File: src/rtl/vx_issue_sched.sv
// vx_issue_sched: per-warp scoreboard check, round-robin issue select and a
// one-entry issued-instruction register with a stall counter.
// Optional build macro SCOREBOARD_WB_BYPASS_EN: a same-cycle writeback release
// is treated as not busy by the hazard check.

// Per-warp hazard check against that warp's row of the busy table.
module vx_issue_lane #(
  parameter int NR_BITS = 6
) (
  input  logic [2**NR_BITS-1:0] busy,
  input  logic [2**NR_BITS-1:0] rel,
  input  logic                  valid,
  input  logic                  wb,
  input  logic [4*NR_BITS-1:0]  regs,
  output logic                  eligible
);
  localparam int NR = 2**NR_BITS;

  logic [NR-1:0]      busy_eff;
  logic [NR_BITS-1:0] rs1, rs2, rs3, rd;

  assign {rd, rs3, rs2, rs1} = regs;
  // Register 0 is forced free so checks against it always pass.
  assign busy_eff = busy & ~rel & {{(NR-1){1'b1}}, 1'b0};

  // Eligible when no source is pending and, for writers, rd is not pending.
  always_comb begin
    eligible = valid & ~busy_eff[rs1] & ~busy_eff[rs2] & ~busy_eff[rs3]
             & ~(wb & busy_eff[rd]);
  end
endmodule

module vx_issue_sched #(
  parameter int NUM_WARPS = 4,
  parameter int NR_BITS   = 6
) (
  input  logic                           clk,
  input  logic                           reset,
  input  logic [NUM_WARPS-1:0]           in_valid,
  input  logic [NUM_WARPS-1:0]           in_wb,
  input  logic [NUM_WARPS*4*NR_BITS-1:0] in_regs,
  output logic [NUM_WARPS-1:0]           in_ready,
  output logic                           out_valid,
  output logic [$clog2(NUM_WARPS)-1:0]   out_wis,
  input  logic                           out_ready,
  input  logic                           wb_valid,
  input  logic [$clog2(NUM_WARPS)-1:0]   wb_wis,
  input  logic [NR_BITS-1:0]             wb_rd,
  output logic [31:0]                    stall_cnt
);
  localparam int WIS_W = $clog2(NUM_WARPS);
  localparam int NR    = 2**NR_BITS;

  logic [NUM_WARPS-1:0][NR-1:0]        busy, busy_nxt, rel;
  logic [NUM_WARPS-1:0][4*NR_BITS-1:0] regs;
  logic [NUM_WARPS-1:0]                elig;
  logic [WIS_W-1:0]                    rr_ptr, gnt_idx, idx;
  logic                                gnt_found, take, fire;
  logic [NR_BITS-1:0]                  gnt_rd;

  assign regs = in_regs;

  genvar w;
  generate
    for (w = 0; w < NUM_WARPS; w++) begin : g_lane
`ifdef SCOREBOARD_WB_BYPASS_EN
      assign rel[w] = (wb_valid && wb_wis == WIS_W'(w)) ? (NR'(1) << wb_rd) : '0;
`else
      assign rel[w] = '0;
`endif
      vx_issue_lane #(.NR_BITS(NR_BITS)) u_lane (
        .busy     (busy[w]),
        .rel      (rel[w]),
        .valid    (in_valid[w]),
        .wb       (in_wb[w]),
        .regs     (regs[w]),
        .eligible (elig[w])
      );
    end
  endgenerate

  // Round-robin pick: first eligible warp at or after rr_ptr.
  always_comb begin
    gnt_found = 1'b0;
    gnt_idx   = '0;
    idx       = '0;
    for (int i = 0; i < NUM_WARPS; i++) begin
      idx = rr_ptr + WIS_W'(i);
      if (!gnt_found && elig[idx]) begin
        gnt_found = 1'b1;
        gnt_idx   = idx;
      end
    end
  end

  assign take     = !reset && (!out_valid || out_ready);
  assign fire     = take && gnt_found;
  assign in_ready = fire ? (NUM_WARPS'(1) << gnt_idx) : '0;
  assign gnt_rd   = regs[gnt_idx][4*NR_BITS-1 -: NR_BITS];

  // Busy table next value: release first, so a same-bit set wins.
  always_comb begin
    busy_nxt = busy;
    if (wb_valid) busy_nxt[wb_wis][wb_rd] = 1'b0;
    if (fire && in_wb[gnt_idx] && gnt_rd != '0) busy_nxt[gnt_idx][gnt_rd] = 1'b1;
  end

  // Scoreboard, issue register, rr pointer and stall counter state.
  always_ff @(posedge clk) begin
    if (reset) begin
      busy      <= '0;
      out_valid <= 1'b0;
      out_wis   <= '0;
      rr_ptr    <= '0;
      stall_cnt <= '0;
    end else begin
      busy <= busy_nxt;
      if (fire) begin
        out_valid <= 1'b1;
        out_wis   <= gnt_idx;
        rr_ptr    <= gnt_idx + 1'b1;
      end else if (out_ready) begin
        out_valid <= 1'b0;
      end
      if (|in_valid && ~|in_ready) stall_cnt <= stall_cnt + 32'd1;
    end
  end
endmodule

File: config.mk
export PLATFORM = sky130hd
export DESIGN_NAME = vx_issue_sched
export DESIGN_NICKNAME = d
export VERILOG_FILES = /design/src/rtl/vx_issue_sched.sv
export SDC_FILE = /design/constraint.sdc
export NUM_CORES = 1
export LEC_CHECK = 0
export CORE_MARGIN = 2
export CORE_UTILIZATION = 53
export CTS_CLUSTER_DIAMETER = 60
export DETAILED_ROUTE_END_ITERATION = 10
export PLACE_DENSITY = 0.76
export RECOVER_POWER = 100
export SETUP_SLACK_MARGIN = 0.15
export SLEW_MARGIN = 20
export SYNTH_ARGS = -nofsm -noshare
export SYNTH_HDL_FRONTEND = slang
export SYNTH_SLANG_ARGS = --single-unit
File: constraint.sdc
create_clock -name clk -period 6.59 [get_ports clk]
set_clock_uncertainty 0.15 [all_clocks]
set_input_delay 1.318 -clock clk [delete_from_list [all_inputs] [get_ports clk]]
set_output_delay 1.318 -clock clk [all_outputs]
set_load 0.005 [all_outputs]
==> metrics.md <==
| Metric | Value |
|---|---|
| Yosys cell types | 80 |
| Design area | 26800 µm² |
| Hold Fails Final Rpt | 0 |
| Least-Margin Pin Slew | 1.35 ns |
| Crit path top cell by count | buf_6 |
| TNS Setup | 0 ns |
| Utilization after layout | 65.5% |
| Setup crit start kind | input pin |
| ANT cells | 0 |
| Mapped Area | 22000 µm² |
| Final worst slack | 0.0858 ns |
| Worst Hold Slack | 0.318 ns |
| Post-layout nets | 2658 |
| Clock transition at the registers of the reported paths | 0.06 ns |
| Type of the worst setup path | in2out |
| Antenna violations before repair | 2 |
| P per Cell Area | 190 nW/µm² |
| Post-synth EDFFs | 0 |
| Peak supply drop | 0.204 mV |
| Most frequent cell after synthesis | dfxtp_1 |
| Initial core utilization | 53.8% |
| ANT nets after route | 0 |
| Post-synth top cells | 289 x dfxtp_1, 262 x o31ai_1, 260 x nand2_1, 214 x nand3_1, 200 x mux4_2 |
| Pleak | 9.39 nW |
| Syn nets | 2493 |
| Synth area leader | dfxtp_1 |
| Placer Congestion | 1.03 |
| Non-filler instance count after layout | 3094 |
| Rel. slew slack | 9.81% |
| Final slew viol count | 0 |
| Total clock sinks | 289 |
| DRT Pass-1 Iters | 8 |
| Wire per inst | 31.3 µm |
| Finish-stage setup viols | 0 |
| Via count | 23300 |
| Seq/Total Area, Yosys | 26.3% |
| Die Height | 208 µm |
| Total gr overflow | 0 |
| Vias in the first global route | 21600 |
| Data arrival, critical path | 5.04 ns |
| Dpl cells | 2998 |
| Share of post-route cells with drive strength above 1 | 23.4% |
| RSZ-0062 raised after global routing | no |
| Die W | 208 µm |
| WHS Path Cells | 2 |
| Crit Path Max Fanout | 9 |
| Reg2reg setup slack | 1.49 ns |
| Synthesized instance count | 2372 |
| Hold path endpoint | out_wis[1] |
| #FFs+latches synth | 289 |
| Outcome | complete, no violations |
| Largest net degree at the start of global routing | 114 |
| CP Cell Sequence | dlygate4sd3_1 > buf_12 > mux4_2 > mux2i_1 > nand3_1 > nand2_1 > o211ai_1 > or4_1 > buf_6 > o221ai_2 > a21o_1 > buf_6 > inv_2 > ha_2 > and2_4 > dlygate4sd2_1 |
| Buffers on Ports | 154 |
| Area contributors post-synth | dfxtp_1 26%, mux4_2 20%, o31ai_1 8.9%, mux2i_1 6.4%, nand3_1 4.9% |
| Clk_lat worst skew | 0.56 ns |
| Die area | 43200 µm² |
| Crit path max-delay family | buffers and inverters |
| Tcrit/Tclk final | 98.7% |
| DR iter-0 viols | 3533 |
| Crit path time final | 6.50 ns |
| DP Area | 25000 µm² |
| DRC | 0 |
| Syn_area_per_cell | 9.28 µm² |
| Dpl hpwl | 68.8 mm |
| # fillers | 3338 |
| Max stage delay on crit path | 0.58 ns |
| Achievable Freq | 0.154 GHz |
| Core area | 40900 µm² |
| H-tree depth | 2 |
| Primary FF master, synth | dfxtp_1 |
| Pwr Total | 5.09 mW |
| Clk buf depth | 3 |
| Worst R2R Start | busy[150] |
| WP data required | 5.12 ns |
| First-pass GRT wire length | 142 mm |
| Critical R2R Capture | stall_cnt[30] |
| Async SR Flop Fraction | 0% |
| Boundary pin count | 155 |
| Inserted Clock Buffers | 35 |
| Rows | 74 |
| Hold path startpoint | out_wis[1] |
| Pre-CTS setup slack | -0.652 ns |
| WP buf/inv | 6 |
| Path depth of the worst reg2reg path | 17 |
| Area delta synth->final | 21.9% |
| Drt total wl | 96.7 mm |
| Yosys Warn Count | 0 |
| Critical path endpoint category | output port |
| All-Layer GR Usage | 43.1% |
| Vias per cell | 7.53 |
| Slowest CP cell | dlygate4sd3_1 |
| CTS tree | yes |
| Root Driver | clkbuf_16 |
| Max-cap violations | 0 |
| Area share of the largest cell type after synthesis | 26.3% |
| Worst min path class | reg2reg |
-- placed cells by master (no fill, tap or decap), types with 11 or more instances in the layout --
cell type	Yosys	routed
nor3_1	14	12
buf_6	2	12
and2_1	13	12
a21oi_1	21	18
buf_12	0	28
nor2_1	117	116
nor2b_1	37	36
mux4_2	200	200
dfxtp_1	289	289
and3_1	17	16
mux2_2	37	37
nand3_1	214	214
o22ai_1	19	18
nand2b_1	23	23
o21ai_0	13	12
xor2_1	14	14
a22oi_1	14	12
o211ai_1	118	118
a31oi_1	12	11
dlygate4sd3_1	0	36
o31ai_1	262	261
mux2i_1	141	135
clkbuf_16	0	37
nand4_1	15	15
nand3b_1	19	19
clkdlybuf4s50_1	0	101
inv_1	32	30
buf_4	8	187
nand2_1	260	260
-- worst reg2reg max path: cells and delay by family (launching register included) --
family / cells / cell delay, ns
and+or+nand+nor: 4 / 1.46
adders and majority gates: 1 / 0.18
AOI/OAI and AO/OA: 5 / 1.13
muxes: 3 / 1.11
DFF: 1 / 0.38
buffers and inverters: 4 / 0.57
-- kinds of logic (layout without fill, tap and decap cells) --
group	after synthesis	after routing	synth area share (%)
buffers and inverters	293	483	5.74
adder cells (fa/ha/maj)	5	5	0.284
AND/OR/NAND/NOR	812	812	18.2
flip-flops	289	289	26.3
XOR/XNOR	19	19	0.756
multiplexers	384	384	29.1
AO/OA/AOI/OAI	570	570	19.7
-- sequential cells by signal (all words and copies together) (netlist names) --
register and cells:
out_valid 1, out_wis 2, busy 252, stall_cnt 32
rr_ptr 2
-- metal layers --
metal  routed length [µm]  global-route usage (%)  vias up
li1                     -                       -     9657
met1                36900                    59.7    11300
met2                39900                    61.3     1926
met3                12700                    9.27      359
met4                 7200                    27.2        2
met5                    9                       0        -
-- final cells by class --
cell class                 count  area (µm²)  share of cell area [%]
tap                          532         666                    2.48
clock buffer                  48        1050                    3.90
sequential                   289        5790                    21.6
clock inverter                14         201                   0.751
inverter                      33         131                   0.490
timing repair buffer         388        3700                    13.8
multi-input combinational   1790       15300                    57.0
-- where the power goes --
group	total, mW	leakage, nW	switching (mW)	internal, mW
Clock	2.12	0.610	0.840	1.28
Sequential	1.79	2.33	0.0296	1.76
Combinational	1.18	6.45	0.745	0.435
Total	5.09	9.39	1.61	3.48
-- worst max path at each step --
| stage | start | to | slack (ns) | depth (start not counted) |
|---|---|---|---|---|
| floorplan | in_regs[48] | stall_cnt[6] | 0.21 | 19 |
| global placement | in_regs[55] | in_ready[3] | -0.52 | 13 |
| detailed placement | in_regs[55] | in_ready[2] | -0.65 | 13 |
| CTS | in_regs[61] | in_ready[2] | -0.01 | 15 |
| global route | in_regs[66] | in_ready[3] | 0.01 | 16 |
| finish | in_regs[66] | in_ready[3] | 0.09 | 16 |
-- timing repair --
item / in CTS / in global routing
hold buffers: 0 / 0
resized for setup: 35 / 44
gates cloned: 1 / 0
setup buffers: 6 / 27
setup endpoints to repair: 4 / 4
pin swaps: 9 / 15
Power figures use the tool's default switching activity.
